**src/rtl/i2c_apb_master_arbiter.sv**
```systemverilog
// Two-requester round-robin APB master in front of the I2C controller register port.
// Optional PREADY timeout guarded by APB_TIMEOUT_EN; default build waits forever with err tied low.
module i2c_apb_master_arbiter #(
  parameter int ADDR_WIDTH     = 7,
  parameter int DATA_WIDTH     = 8,
  parameter int TIMEOUT_CYCLES = 64
) (
  input  logic                  PCLK,
  input  logic                  PRESET,
  input  logic                  req0,
  input  logic                  req1,
  input  logic                  we0,
  input  logic                  we1,
  input  logic [ADDR_WIDTH-1:0] addr0,
  input  logic [ADDR_WIDTH-1:0] addr1,
  input  logic [DATA_WIDTH-1:0] wdata0,
  input  logic [DATA_WIDTH-1:0] wdata1,
  output logic                  done0,
  output logic                  done1,
  output logic [DATA_WIDTH-1:0] rdata,
  output logic                  err,
  output logic                  PSELx,
  output logic                  PENABLE,
  output logic                  PWRITE,
  output logic [ADDR_WIDTH-1:0] PADDR,
  output logic [DATA_WIDTH-1:0] PWDATA,
  input  logic [DATA_WIDTH-1:0] PRDATA,
  input  logic                  PREADY
);

  localparam logic [1:0] IDLE   = 2'd0;
  localparam logic [1:0] SETUP  = 2'd1;
  localparam logic [1:0] ACCESS = 2'd2;

  logic [1:0] state;
  logic       last_grant;
  logic       grant;
  logic       elig0;
  logic       elig1;
  logic       pick1;
  logic       timeout_hit;

  // A requester whose done is pulsing is still holding req from the finished transfer.
  assign elig0 = req0 & ~done0;
  assign elig1 = req1 & ~done1;
  assign pick1 = elig1 & (~elig0 | ~last_grant);

`ifdef APB_TIMEOUT_EN
  localparam int CW = (TIMEOUT_CYCLES >= 256) ? $clog2(TIMEOUT_CYCLES + 1) : 8;
  logic [CW-1:0] wait_cnt;

  assign timeout_hit = (state == ACCESS) && !PREADY &&
                       (wait_cnt == CW'(TIMEOUT_CYCLES - 1));

  always_ff @(posedge PCLK or posedge PRESET) begin
    if (PRESET) begin
      wait_cnt <= '0;
    end else if (state == SETUP) begin
      wait_cnt <= '0;
    end else if (state == ACCESS && !PREADY) begin
      wait_cnt <= wait_cnt + CW'(1);
    end
  end
`else
  assign timeout_hit = 1'b0;
`endif

  always_ff @(posedge PCLK or posedge PRESET) begin
    if (PRESET) begin
      state      <= IDLE;
      last_grant <= 1'b1;
      grant      <= 1'b0;
      done0      <= 1'b0;
      done1      <= 1'b0;
      err        <= 1'b0;
      rdata      <= '0;
      PSELx      <= 1'b0;
      PENABLE    <= 1'b0;
      PWRITE     <= 1'b0;
      PADDR      <= '0;
      PWDATA     <= '0;
    end else begin
      done0 <= 1'b0;
      done1 <= 1'b0;
      err   <= 1'b0;
      case (state)
        IDLE: begin
          if (elig0 || elig1) begin
            grant  <= pick1;
            PWRITE <= pick1 ? we1 : we0;
            PADDR  <= pick1 ? addr1 : addr0;
            PWDATA <= pick1 ? wdata1 : wdata0;
            PSELx  <= 1'b1;
            state  <= SETUP;
          end
        end
        SETUP: begin
          PENABLE <= 1'b1;
          state   <= ACCESS;
        end
        ACCESS: begin
          if (PREADY || timeout_hit) begin
            if (timeout_hit) begin
              rdata <= '0;
              err   <= 1'b1;
            end else if (!PWRITE) begin
              rdata <= PRDATA;
            end
            done0      <= ~grant;
            done1      <= grant;
            PSELx      <= 1'b0;
            PENABLE    <= 1'b0;
            last_grant <= grant;
            state      <= IDLE;
          end
        end
        default: state <= IDLE;
      endcase
    end
  end

endmodule

```
**config.mk**
```make
export PLATFORM = sky130hd
export DESIGN_NAME = i2c_apb_master_arbiter
export DESIGN_NICKNAME = d
export VERILOG_FILES = /design/src/rtl/i2c_apb_master_arbiter.sv
export SDC_FILE = /design/constraint.sdc
export NUM_CORES = 1
export LEC_CHECK = 0
export BUFFER_PORTS_ARGS = -buffer_cell sky130_fd_sc_hd__buf_4
export CAP_MARGIN = 20
export CORE_MARGIN = 5
export CORE_UTILIZATION = 25
export CTS_CLUSTER_DIAMETER = 40
export DETAILED_ROUTE_END_ITERATION = 8
export RECOVER_POWER = 25
export SLEW_MARGIN = 40
export SYNTH_ARGS = -nofsm -noshare
export SYNTH_HDL_FRONTEND = slang
export SYNTH_SLANG_ARGS = --single-unit
```
**constraint.sdc**
```tcl
create_clock -name PCLK -period 1.6 [get_ports PCLK]
set_clock_uncertainty 0.15 [all_clocks]
set_input_delay 0.08 -clock PCLK [delete_from_list [all_inputs] [get_ports PCLK]]
set_output_delay 0.08 -clock PCLK [all_outputs]
set_load 0.03 [all_outputs]
```
# == After elaboration in Yosys (flattened, before gate mapping) ==
# Cells that the tools add are included.
# op_classes
n_eq_ne,4
muxes,14
n_bitwise,10
reduce_logical,10
# op_table
op,count
2-to-1 mux 8 bit,1
AND reduction 2 bit,4
2-to-1 mux 1 bit,7
2-to-1 mux 7 bit,1
inverter 1 bit,6
one-hot mux 2 bit (3 select lines),1
AND reduction 3 bit,2
2-to-1 mux 2 bit,2
inequality test 2 bit (second input constant),2
one-hot mux 1 bit (2 select lines),2
nonzero test 2 bit,2
AND 1 bit,3
== test 2 x 1 -> 1 bit (second input constant),1
== test 2 bit (second input constant),1
logical NOT 2 bit,1
logical OR 1 bit,1
OR 1 bit,1
# word_totals
reg_bits,32
in_bits,45
output_inout_bits,29
elab_cells,49

# == Logic depth before layout (Yosys ltp) ==
# Gate-level depths: netlist of run 1.
# depth
ltp_word,6
ltp_mapped,6
mapped_depth_nobuf,4

# == Least setup slack after synthesis of run 1 ==
# No wires, ideal clock.
# synth_timing
kind,register to register
start,register done0
end,register PADDR[3]
setup_ns,0.082
arrival_ns,1.377
t_required_ns,1.368
slack_ns,-0.009
path_stages_with_launch,6
path_buffers,1
synth_period_minus_slack_ns,1.609
cell_sequence,dfrtp_1 nand2b_4 a211oi_4 buf_6 nor2_1 a31oi_1
# synth_between
elab_chain_len,6
elab_cells_between_ends,8
cone_classes,mux: 1; bitwise: 5; reduce/logical: 2
# synth_rtl
item,line_no,source
"start, declared",18,"output logic done0,"
"start signal, assigned",109,done0 <= ~grant;
inverter 1 bit *,44,assign elig0 = req0 & ~done0;
AND 1 bit *,44,
inverter 1 bit,46,assign pick1 = elig1 & (~elig0 | ~last_grant);
OR 1 bit,46,
AND 1 bit,46,
2-to-1 mux 7 bit,91,PADDR <= pick1 ? addr1 : addr0;
"end signal, assigned",91,
"end, declared",25,"output logic [ADDR_WIDTH-1:0] PADDR,"
# Every way passes the cells marked *; elsewhere a longest branch is shown, timed or not.
# A chain may end at the register's enable or synchronous reset.

# == Worst setup path in the final report of run 1 ==
# layout_timing
start,register done0
end,register PADDR[0]
# Same word-level chain as after synthesis.

==> results of run 1 <==
==> final timing paths <==
| check | end | slack, ns | cells past startpoint | from |
|---|---|---|---|---|
| min | PENABLE | 0.01 | 4 | PREADY |
| min reg2reg | done0 | 0.26 | 1 | grant |
| max in group asynchronous | done1 | 0.30 | 4 | PRESET |
| min in group asynchronous | rdata[1] | 0.45 | 4 | PRESET |
| max | PADDR[0] | 0.07 | 6 | done0 |
| max reg2reg | PADDR[0] | 0.07 | 6 | done0 |
==> placed cells by master, fill, tap and decap left out, types with 2 or more instances in the layout <==
cell type	Yosys	layout
sky130_fd_sc_hd__a31oi_1	16	16
sky130_fd_sc_hd__dfrtp_2	0	2
sky130_fd_sc_hd__nand2b_4	2	2
sky130_fd_sc_hd__buf_4	3	76
sky130_fd_sc_hd__dlygate4sd3_1	0	41
sky130_fd_sc_hd__clkbuf_16	0	2
sky130_fd_sc_hd__inv_1	3	3
sky130_fd_sc_hd__nor2_1	20	20
sky130_fd_sc_hd__nand3b_1	2	2
sky130_fd_sc_hd__mux2_2	9	9
sky130_fd_sc_hd__clkinv_2	0	2
sky130_fd_sc_hd__nand2_1	33	33
sky130_fd_sc_hd__a21o_1	2	2
sky130_fd_sc_hd__dfrtp_1	31	29
sky130_fd_sc_hd__buf_12	0	2
sky130_fd_sc_hd__clkbuf_8	0	6
==> layout make-up <==
type	instances	area, sq um
Tap cell	72	90.09
Timing Repair Buffer	123	1084
Sequential cell	32	804.5
Multi-Input combinational cell	92	520.5
Inverter	3	11.26
Clock buffer	6	82.58
Fill cell	532	2836
Clock inverter	2	10.01
==> synth_stat cells <==
| cell type | instances |
|---|---|
| sky130_fd_sc_hd__mux2_2 | 9 |
| sky130_fd_sc_hd__nand2b_1 | 1 |
| sky130_fd_sc_hd__dfrtp_1 | 31 |
| sky130_fd_sc_hd__buf_4 | 3 |
| sky130_fd_sc_hd__buf_2 | 3 |
| sky130_fd_sc_hd__a21o_1 | 2 |
| sky130_fd_sc_hd__nor2b_1 | 1 |
| sky130_fd_sc_hd__dfstp_2 | 1 |
| sky130_fd_sc_hd__nand3b_1 | 2 |
| sky130_fd_sc_hd__o21ai_1 | 1 |
| sky130_fd_sc_hd__nor2_1 | 20 |
| sky130_fd_sc_hd__clkbuf_2 | 1 |
| sky130_fd_sc_hd__inv_1 | 3 |
| sky130_fd_sc_hd__a21oi_1 | 1 |
| sky130_fd_sc_hd__buf_6 | 1 |
| sky130_fd_sc_hd__a211oi_4 | 1 |
| sky130_fd_sc_hd__a31oi_1 | 16 |
| sky130_fd_sc_hd__nand2b_4 | 2 |
| sky130_fd_sc_hd__nand2_1 | 33 |
| sky130_fd_sc_hd__o21ai_0 | 1 |
| sky130_fd_sc_hd__nor2_4 | 1 |
| sky130_fd_sc_hd__conb_1 | 1 |
==> flip-flops by register name, indices dropped and copies added, names as in the netlist <==
name and flops:
done0 1, done1 1, last_grant 1, PADDR 7, PSELx 1, PWRITE 1
grant 1, rdata 8, PWDATA 8, state 2, PENABLE 1
==> worst max-delay path, cell delays in order (launching register included) <==
cell                        delay [ns]
sky130_fd_sc_hd__dfrtp_1          0.40
sky130_fd_sc_hd__nand2b_4         0.16
sky130_fd_sc_hd__a211oi_4         0.24
sky130_fd_sc_hd__buf_4            0.18
sky130_fd_sc_hd__clkbuf_16        0.15
sky130_fd_sc_hd__nor2_1           0.04
sky130_fd_sc_hd__a31oi_1          0.13
==> cells by family (layout without fill, tap and decap cells) <==
family	Yosys count	after routing	share of synthesized area [%]
other	1	1	0.2703
flip-flops	32	32	57.80
AO/OA/AOI/OAI	22	22	10.82
buffers and inverters	11	134	4.688
AND/OR/NAND/NOR	60	60	19.12
multiplexers	9	9	7.304
==> metal layers <==
metal	share of wire (%)	global-route usage, %	up-vias
met3	6.5	3.337	11
met4	2.3	5.899	0
met2	54	21.00	58
li1	-	-	690
met5	0	0	-
met1	37	13.23	672
==> power by group <==
group	switching [mW]	internal, mW	leakage, nW
Clock	0.289	0.343	0.0510
Combinational	1.42	1.15	0.809
Sequential	0.237	1.21	0.369
==> timing repair <==
item	in CTS	in global routing
setup endpoints to repair	0	10
hold buffers	41	0
setup buffers	0	2
resized for setup	0	1
hold endpoints to repair	55	0
==> stage by stage <==
step	setup slack, ns	std cells
5_1_grt	-0.007641	330
4_1_cts	0.04344	326
3_3_place_gp	0.07947	277
3_5_place_dp	0.06681	277
2_1_floorplan	0.01836	135
6_report	0.07019	330
==> results.rst, run 1 <==
.. list-table::
   :header-rows: 1

   * - Metric
     - Value
   * - Antenna diodes
     - 0
   * - Maxcap violations
     - 0
   * - Wire length after detailed routing
     - 4409 um
   * - Critical Path End Type
     - register
   * - Synthesized area per cell
     - 10.28 sq um
   * - Crit Path Category
     - reg2reg
   * - Hold Crit Class
     - in2reg
   * - Peak supply drop
     - 0.6534 mV
   * - Die width
     - approximately 85 um
   * - Slew HR
     - 46.95%
   * - Full die area
     - 0.007140 sq mm
   * - Vias in the first global route
     - 1,398
   * - Final std cell area, no fill
     - 0.002603 sq mm
   * - Proportion of layout cells with a drive suffix above 1
     - 41.09%
   * - Final worst hold slack
     - 0.01011 ns
   * - CTS Root Cell
     - sky130_fd_sc_hd__clkbuf_8
   * - Mean routed wirelength per cell
     - 13.36 um
   * - Total number of yosys warnings
     - 0
   * - Mapped Cells
     - ~140
   * - Worst EP required
     - 1.65 ns
   * - Clock latency of the later-clocked register in the worst-skew pair
     - about 0.28 ns
   * - Antenna violations before repair
     - 0
   * - Vias post-DR
     - about 1,400
   * - Final setup violation count
     - 0
   * - TritonCTS Sinks
     - 32
   * - Power density normalized to cell area
     - approximately 1800 mW/mm^2
   * - Leakage
     - 1.229 nW
   * - Area share of the largest cell type after synthesis
     - 55.91%
   * - Run status
     - complete, no violations
   * - Core region area
     - between 0.005 and 0.006 sq mm
   * - Vias per std cell
     - 4.336
   * - CTS tree
     - yes
   * - Slew Limit Fails
     - 0
   * - Number of remaining DRC errors
     - 0
   * - Flip-flop and latch count after synthesis
     - 32
   * - Quantity of I/O buffers inserted on ports
     - 72
   * - Global-route total usage across every layer
     - a little under an eighth
   * - Sequential share of the synthesized area
     - between 50 and 60%
   * - Worst Tran Pin Value
     - 0.7957 ns
   * - Share of the clock period used by the worst path
     - a little over nine tenths
   * - Number of search-and-repair iterations in the first detailed-routing pass
     - 4
   * - Cell type with the largest total area after synthesis
     - sky130_fd_sc_hd__dfrtp_1
   * - First-pass GRT wire length
     - 6803 um
   * - Data arrival time of the critical path
     - 1.58 ns
   * - Max Freq
     - ~0.65 GHz
   * - Layout net count
     - 302
   * - Ports
     - 74
   * - Final core utilization
     - 47.85%
   * - Main area contributors after synthesis
     - sky130_fd_sc_hd__dfrtp_1 56%, sky130_fd_sc_hd__nand2_1 8.9%, sky130_fd_sc_hd__mux2_2 7.3%
   * - Area after detailed placement
     - 0.002036 sq mm
   * - Growth of design area from synthesis to finish
     - 87.56%
   * - Number of levels the H-tree was split into
     - 2
   * - Buffer levels on the longest clock path
     - 2
   * - Initial Util
     - 25.51%
   * - Initial DRC Count
     - 47
   * - Remaining global-route overflow
     - 0
   * - Pin count of the biggest net entering global routing
     - 37
   * - Die Span Y
     - 84.50 um
   * - Area of the mapped netlist
     - 0.001388 sq mm
   * - Detail Route Antenna Nets
     - 0
   * - Clk pin slew, worst setup/hold paths
     - around 0.07 ns
   * - Number of distinct library cells after synthesis
     - 22
   * - Tmin final
     - 1.530 ns
   * - Cts bufs inserted
     - 5
   * - Detailed placer's ending HPWL
     - 2618 um
   * - Count of standard-cell rows
     - 27
   * - Fin. Hold Viols
     - 0
   * - Syn_nets
     - 180
   * - Final setup TNS
     - 0 ns
   * - Nature of the critical path startpoint
     - register
   * - Highest net fanout along the worst path
     - 9
   * - Overall power of the completed layout
     - 4.649 mW
   * - Routability congestion estimate from global placement
     - 0.7065
Power figures use the tool's default switching activity.
==> inputs of run 2 (changes only) <==
==> constraint.sdc (replaced) <==
create_clock -name PCLK -period 1.6 [get_ports PCLK]
set_clock_uncertainty 0.15 [all_clocks]
set_input_delay 0.32 -clock PCLK [delete_from_list [all_inputs] [get_ports PCLK]]
set_output_delay 0.32 -clock PCLK [all_outputs]
set_load 0.03 [all_outputs]
==> run 2 against run 1 <==
Effect of this change:
- non-clock buffer count shrank 40
- first-iteration DRC count is 34% lower
- critical path type unchanged
- cell count is 12% lower
- combinational power decreased by 4%
- register-to-register slack about the same
- sequential cell count did not move
- maximum frequency is 0.37% higher
- sequential share of layout area up 5.6 points
- critical path depth unchanged
- final area is 15% lower
- highest routed layer unchanged
==> results.rst, run 2 (synthesized netlist as in run 1, its figures left out) <==
.. list-table::
   :header-rows: 1

   * - Metric
     - Value
   * - Area occupied by multi-input gates
     - 520.5 sq um (unchanged)
   * - CTS tree
     - yes (unchanged)
   * - Reg2Reg Capture Point
     - PWDATA[3] (was PADDR[0])
   * - Number of levels the H-tree was split into
     - 2 (unchanged)
   * - Initial DRC Count
     - 31 (was 47)
   * - Count of filler cells inserted in the layout
     - 545 (was 532)
   * - Largest registers
     - PWDATA x8, rdata x8, PADDR x7 (unchanged)
   * - Pin count of the biggest net entering global routing
     - 37 (unchanged)
   * - Die width
     - 84.50 um (unchanged)
   * - Worst reg2reg startpoint
     - done0 (unchanged)
   * - Tmin final
     - 1.524 ns (was 1.530 ns)
   * - Min-Delay Endpoint
     - rdata[5] (was PENABLE)
   * - Run status
     - complete, no violations (unchanged)
   * - Slew Limit Fails
     - 0 (unchanged)
   * - Relative contribution of combinational cells to total power
     - 53.9% (was 55.2%)
   * - Highest net fanout along the worst path
     - 9 (unchanged)
   * - Detail Route Antenna Nets
     - 0 (unchanged)
   * - Vias in the first global route
     - 1,186 (was 1,398)
   * - TritonCTS Sinks
     - 32 (unchanged)
   * - Post-route setup slack
     - 0.07583 ns (was 0.07019 ns)
   * - Critical Path End Type
     - register (unchanged)
   * - Remaining global-route overflow
     - 0 (unchanged)
   * - Number of remaining DRC errors
     - 0 (unchanged)
   * - Power density normalized to cell area
     - 2070 mW/mm^2 (was 1786 mW/mm^2)
   * - Detailed placer's ending HPWL
     - 2526 um (was 2618 um)
   * - Leakage
     - 1.056 nW (was 1.229 nW)
   * - Core region area
     - 0.005439 sq mm (unchanged)
   * - Final setup violation count
     - 0 (unchanged)
   * - Quantity of I/O buffers inserted on ports
     - 72 (unchanged)
   * - Final setup TNS
     - 0 ns (unchanged)
   * - Global-route total usage across every layer
     - 10.21% (was 11.98%)
   * - Number of search-and-repair iterations in the first detailed-routing pass
     - 4 (unchanged)
   * - Worst EP required
     - 1.64 ns (was 1.65 ns)
   * - Register area
     - 804.5 sq um (unchanged)
   * - First-pass GRT wire length
     - 5768 um (was 6803 um)
   * - Routability congestion estimate from global placement
     - 0.6994 (was 0.7065)
   * - Reg2reg path depth
     - 6 (unchanged)
   * - Antenna violations before repair
     - 0 (unchanged)
   * - Die Span Y
     - 84.50 um (unchanged)
   * - Cell depth of the worst min-delay path
     - 2 (was 4)
   * - Overall power of the completed layout
     - 4.564 mW (was 4.649 mW)
   * - Clk pin slew, worst setup/hold paths
     - 0.06 ns (was 0.07 ns)
   * - Setup repair after global routing missed its margin
     - no
   * - Layout net count
     - 262 (was 302)
   * - Fin. Hold Viols
     - 0 (unchanged)
   * - Count of standard-cell rows
     - 27 (unchanged)
   * - Nature of the critical path startpoint
     - register (unchanged)
   * - Vias per std cell
     - 4.231 (was 4.336)
   * - Clock latency of the later-clocked register in the worst-skew pair
     - 0.27 ns (was 0.28 ns)
   * - Most common library cell in the layout ignoring fill and taps
     - sky130_fd_sc_hd__buf_4 (unchanged)
   * - Buffer levels on the longest clock path
     - 2 (unchanged)
   * - Worst reg-to-reg setup slack
     - 0.08 ns (was 0.07 ns)
   * - Share of the clock period used by the worst path
     - 95.26% (was 95.61%)
   * - Fraction of power spent switching nets
     - 41.38% (was 41.81%)
   * - Crit Path Category
     - reg2reg (unchanged)
   * - Ports
     - 74 (unchanged)
   * - Mean routed wirelength per cell
     - 13.03 um (was 13.36 um)
   * - Data arrival time of the critical path
     - 1.57 ns (was 1.58 ns)
   * - Maxcap violations
     - 0 (unchanged)
   * - Portion of total power attributed to the clock network
     - 14.6% (was 13.6%)
   * - Hold Crit Class
     - in2reg (unchanged)
   * - Cts bufs inserted
     - 5 (unchanged)
   * - Power share of the sequential group
     - 31.5% (was 31.2%)
   * - Peak supply drop
     - 0.7406 mV (was 0.6534 mV)
   * - Wire length after detailed routing
     - 3780 um (was 4409 um)
   * - Vias post-DR
     - 1,227 (was 1,431)
   * - Net switching power
     - 1.889 mW (was 1.944 mW)
   * - Initial Util
     - 25.51% (unchanged)
   * - Placement Setup Slack
     - 0.08399 ns (was 0.06681 ns)
   * - Hold Crit Start
     - PRDATA[5] (was PREADY)
   * - Max Freq
     - 0.6561 GHz (was 0.6537 GHz)
   * - Antenna diodes
     - 0 (unchanged)
   * - Full die area
     - 0.007140 sq mm (unchanged)
   * - Most frequent cells in the layout
     - 74 x sky130_fd_sc_hd__buf_4, 33 x sky130_fd_sc_hd__nand2_1, 29 x sky130_fd_sc_hd__dfrtp_1 (was 76 x sky130_fd_sc_hd__buf_4, 41 x sky130_fd_sc_hd__dlygate4sd3_1, 33 x sky130_fd_sc_hd__nand2_1)
   * - CTS Root Cell
     - sky130_fd_sc_hd__clkbuf_8 (unchanged)
   * - Internal power
     - 2.676 mW (was 2.706 mW)
   * - Proportion of layout cells with a drive suffix above 1
     - 47.25% (was 41.09%)
   * - Growth of design area from synthesis to finish
     - 58.88% (was 87.56%)
run 2: cell type report:
| class | instances | share of cell area, % |
|---|---|---|
| multi-input combinational | 92 | 23.61 |
| timing repair buffer | 83 | 30.76 |
| inverter | 3 | 0.5108 |
| tap | 72 | 4.086 |
| sequential | 32 | 36.49 |
| clock buffer | 8 | 4.540 |
run 2: worst max path at each step:
stage / end / slack (ns) / from
after floorplan: PADDR[3] / 0.02 / done0
after global placement: rdata[1] / 0.09 / state[1]
after detailed placement: rdata[6] / 0.08 / state[1]
after CTS: rdata[6] / 0.07 / state[1]
after global routing: PADDR[3] / 0.006 / done0
final: PWDATA[3] / 0.08 / done0
run 2: critical path, cell delays in order (launching register included):
cell and delay [ns]:
sky130_fd_sc_hd__dfrtp_1 0.40, sky130_fd_sc_hd__nand2b_4 0.16, sky130_fd_sc_hd__a211oi_4 0.24, sky130_fd_sc_hd__buf_4 0.17
sky130_fd_sc_hd__clkbuf_16 0.15, sky130_fd_sc_hd__nor2_1 0.04, sky130_fd_sc_hd__a31oi_1 0.13
run 2: layer usage:
metal,vias up,routed length [um],share of wire [%],GRT usage (%)
met5,-,0,0,0
met4,0,26,0.69,4.317
met1,571,1547,41,12.51
met2,44,1948,52,15.87
li1,610,-,-,-
met3,2,257,6.8,4.122
run 2: timing repair:
action / 4_1_cts / 5_1_grt
hold buffers: 1 / 0
gates resized for setup: 0 / 1
buffers inserted: 0 / 2
endpoints found under the setup margin: 0 / 9
endpoints found under the hold margin: 31 / 0
run 2: through the flow:
stage | cell area (sq um) | hold WS [ns] | utilization [%] | instances
after floorplan | 1389 | 0.2532 | - | 135
after global placement | 2036 | 0.2558 | 37.43 | 277
after detailed placement | 2036 | 0.2623 | 37.43 | 277
after CTS | 2146 | 0.1111 | 39.45 | 286
after global routing | 2205 | 0.1063 | 40.53 | 290
final | 2205 | 0.1226 | 40.53 | 290
run 2: power by group through the flow:
stage	clock, mW	sequential (mW)	combinational (mW)
global route	0.740	1.49	2.66
detailed placement	0	1.45	2.29
floorplan	0	2.11	0.763
global placement	0	1.44	2.26
CTS	0.698	1.44	2.29
finish	0.666	1.44	2.46
==> inputs of run 3 (changes only) <==
--- a/config.mk
+++ b/config.mk
@@ -7,10 +7,13 @@
 export LEC_CHECK = 0
 export BUFFER_PORTS_ARGS = -buffer_cell sky130_fd_sc_hd__buf_4
 export CAP_MARGIN = 20
+export CELL_PAD_IN_SITES_DETAIL_PLACEMENT = 0
+export CELL_PAD_IN_SITES_GLOBAL_PLACEMENT = 1
 export CORE_MARGIN = 5
 export CORE_UTILIZATION = 25
 export CTS_CLUSTER_DIAMETER = 40
 export DETAILED_ROUTE_END_ITERATION = 8
+export PLACE_DENSITY_LB_ADDON = 0.1
 export RECOVER_POWER = 25
 export SLEW_MARGIN = 40
 export SYNTH_ARGS = -nofsm -noshare
==> run 3 against run 2 <==
Effect of this change:
- maximum frequency up 2.0%
- wire length shrank 2.7%
- sequential share of layout area rose by 0.49 points
- via count shrank 1.8%
- cell count decreased by 1.4%
- largest cell class unchanged
- register-to-register slack gained 0.03 ns
- non-clock buffer count fell by 4
- final area is 1.5% lower
- first-iteration DRC count grew 3.2%
==> results.rst, run 3 (synthesized netlist as in run 1, its figures left out) <==
.. list-table::
   :header-rows: 1

   * - Metric
     - Value
   * - Tmin final
     - 1.495 ns (was 1.524 ns)
   * - Wire length after detailed routing
     - 3678 um (was 3780 um)
   * - Area occupied by multi-input gates
     - 520.5 sq um (unchanged)
   * - Clk pin slew, worst setup/hold paths
     - 0.06 ns (about the same)
   * - Hold Crit Start
     - PRDATA[3] (was PRDATA[5])
   * - Final setup TNS
     - 0 ns (unchanged)
   * - Largest registers
     - PWDATA x8, rdata x8, PADDR x7 (unchanged)
   * - Count of filler cells inserted in the layout
     - 556 (was 545)
   * - Data arrival time of the critical path
     - 1.50 ns (was 1.57 ns)
   * - Final worst hold slack
     - 0.1252 ns (was 0.1226 ns)
   * - Final setup violation count
     - 0 (unchanged)
   * - Nature of the critical path startpoint
     - register (unchanged)
   * - Count of standard-cell rows
     - 27 (unchanged)
   * - Number of remaining DRC errors
     - 0 (unchanged)
   * - CTS Root Cell
     - sky130_fd_sc_hd__clkbuf_8 (unchanged)
   * - Cell depth of the worst min-delay path
     - 2 (unchanged)
   * - Vias per std cell
     - 4.213 (was 4.231)
   * - Antenna diodes
     - 0 (unchanged)
   * - Post-route setup slack
     - 0.1054 ns (was 0.07583 ns)
   * - Reg2Reg Capture Point
     - rdata[4] (was PWDATA[3])
   * - Number of hold buffers added after CTS
     - 1 (unchanged)
   * - Most common library cell in the layout ignoring fill and taps
     - sky130_fd_sc_hd__buf_4 (unchanged)
   * - Slew Limit Fails
     - 0 (unchanged)
   * - Share of the clock period used by the worst path
     - 93.42% (was 95.26%)
   * - Fin. Hold Viols
     - 0 (unchanged)
   * - Quantity of I/O buffers inserted on ports
     - 72 (unchanged)
   * - Detailed placer's ending HPWL
     - 2792 um (was 2526 um)
   * - Crit Path Category
     - reg2reg (unchanged)
   * - Vias post-DR
     - 1,205 (was 1,227)
   * - Crit-path cells
     - nand3b_1, nor2_4, mux2_2 (was nand2b_4, a211oi_4, buf_4, clkbuf_16, nor2_1, a31oi_1)
   * - Proportion of layout cells with a drive suffix above 1
     - 47.20% (was 47.25%)
   * - Worst EP required
     - 1.61 ns (was 1.64 ns)
   * - Cts bufs inserted
     - 5 (unchanged)
   * - Final std cell area, no fill
     - 0.002172 sq mm (was 0.002205 sq mm)
   * - Die Span Y
     - 84.50 um (unchanged)
   * - Die width
     - 84.50 um (unchanged)
   * - Hold Crit Class
     - in2reg (unchanged)
   * - CP max-delay cell
     - sky130_fd_sc_hd__dfrtp_1 (unchanged)
   * - Power density normalized to cell area
     - 2087 mW/mm^2 (was 2070 mW/mm^2)
   * - Peak supply drop
     - 0.6790 mV (was 0.7406 mV)
   * - Most frequent cells in the layout
     - 74 x sky130_fd_sc_hd__buf_4, 33 x sky130_fd_sc_hd__nand2_1, 30 x sky130_fd_sc_hd__dfrtp_1 (was 74 x sky130_fd_sc_hd__buf_4, 33 x sky130_fd_sc_hd__nand2_1, 29 x sky130_fd_sc_hd__dfrtp_1)
   * - Highest net fanout along the worst path
     - 8 (was 9)
   * - Reg2reg path depth
     - 3 (was 6)
   * - Clock latency of the later-clocked register in the worst-skew pair
     - 0.27 ns (about the same)
   * - Ports
     - 74 (unchanged)
   * - Total of cells resized after clock tree synthesis
     - 0 (unchanged)
   * - Detail Route Antenna Nets
     - 0 (unchanged)
   * - Remaining global-route overflow
     - 0 (unchanged)
   * - Net switching power
     - 1.835 mW (was 1.889 mW)
   * - Worst reg2reg startpoint
     - state[1] (was done0)
   * - First-pass GRT wire length
     - 6009 um (was 5768 um)
   * - Run status
     - complete, no violations (unchanged)
   * - Core region area
     - 0.005439 sq mm (unchanged)
   * - CTS tree
     - yes (unchanged)
   * - Routability congestion estimate from global placement
     - 0.7114 (was 0.6994)
   * - Setup repair after global routing missed its margin
     - no (unchanged)
   * - TritonCTS Sinks
     - 32 (unchanged)
   * - Portion of total power attributed to the clock network
     - 18.4% (was 14.6%)
   * - Layout net count
     - 258 (was 262)
   * - Maxcap violations
     - 0 (unchanged)
   * - Pin count of the biggest net entering global routing
     - 37 (unchanged)
   * - Crit path largest cell delay
     - 0.44 ns (was 0.40 ns)
   * - Global-route total usage across every layer
     - 10.60% (was 10.21%)
   * - Internal power
     - 2.699 mW (was 2.676 mW)
   * - Number of setup buffers added after CTS
     - 0 (unchanged)
   * - Initial Util
     - 25.51% (unchanged)
   * - Power share of the sequential group
     - 31.8% (was 31.5%)
   * - Full die area
     - 0.007140 sq mm (unchanged)
   * - Fraction of power spent switching nets
     - 40.48% (was 41.38%)
   * - Number of levels the H-tree was split into
     - 2 (unchanged)
   * - Relative contribution of combinational cells to total power
     - 49.8% (was 53.9%)
   * - Initial DRC Count
     - 32 (was 31)
   * - Leakage
     - 1.044 nW (was 1.056 nW)
   * - Critical Path End Type
     - register (unchanged)
   * - Antenna violations before repair
     - 0 (unchanged)
   * - Mean routed wirelength per cell
     - 12.86 um (was 13.03 um)
   * - Area after detailed placement
     - 0.002048 sq mm (was 0.002036 sq mm)
   * - Buffer levels on the longest clock path
     - 2 (unchanged)
   * - Min-Delay Endpoint
     - rdata[3] (was rdata[5])
   * - Number of search-and-repair iterations in the first detailed-routing pass
     - 4 (unchanged)
   * - Max Freq
     - 0.6691 GHz (was 0.6561 GHz)
   * - Vias in the first global route
     - 1,243 (was 1,186)
   * - Register area
     - 803.3 sq um (was 804.5 sq um)
   * - Worst reg-to-reg setup slack
     - 0.11 ns (was 0.08 ns)
   * - Growth of design area from synthesis to finish
     - 56.54% (was 58.88%)
   * - Placement Setup Slack
     - 0.1197 ns (was 0.08399 ns)
## run 3: cell count changes in the layout (fill, tap and decap cells not counted), sizes merged
| cell | previous run | this run |
|---|---|---|
| clkbuf | 14 | 9 |
| bufinv | 0 | 1 |
## run 3: power by group through the flow
stage	Clock, mW	Sequential [mW]	Combinational [mW]
6_report	0.836	1.44	2.26
5_1_grt	0.910	1.50	2.43
4_1_cts	0.873	1.45	2.31
3_5_place_dp	0	1.47	2.30
3_3_place_gp	0	1.45	2.27
2_1_floorplan	0	2.11	0.763
## run 3: area by class of cell
type | count | share of cell area, %
clock inverter | 1 | 1.382
multi-input combinational | 92 | 23.96
clock buffer | 7 | 4.435
inverter | 3 | 0.5184
timing repair buffer | 79 | 28.57
tap | 72 | 4.147
sequential | 32 | 36.98
## run 3: through the flow
step | utilization [%] | total power, mW | instances
2_1_floorplan | - | 2.872 | 135
3_3_place_gp | 37.66 | 3.721 | 277
3_5_place_dp | 37.66 | 3.772 | 277
4_1_cts | 40.17 | 4.633 | 286
5_1_grt | 39.94 | 4.841 | 286
6_report | 39.94 | 4.534 | 286
## run 3: layer usage
metal | global-route usage (%) | vias to the layer above | share of wire [%]
met5 | 0 | - | 0
met4 | 3.022 | 0 | 0.54
met3 | 4.416 | 2 | 8.3
met2 | 18.01 | 49 | 50
met1 | 12.24 | 554 | 41
li1 | - | 600 | -
## run 3: worst max-delay path by stage
stage	startpoint	to	slack [ns]	cells after the start
2_1_floorplan	done0	PADDR[3]	0.02	5
5_1_grt	done1	PADDR[0]	0.006	5
3_3_place_gp	state[1]	rdata[2]	0.12	3
3_5_place_dp	state[1]	rdata[1]	0.12	3
6_report	state[1]	rdata[4]	0.11	3
4_1_cts	state[1]	rdata[1]	0.11	3
## run 3: critical path, delay by kind of cell, from the launching register on
| family | cells | cell delay, ns |
|---|---|---|
| multiplexers | 1 | 0.37 |
| AND/OR/NAND/NOR | 2 | 0.42 |
| flip-flops | 1 | 0.44 |
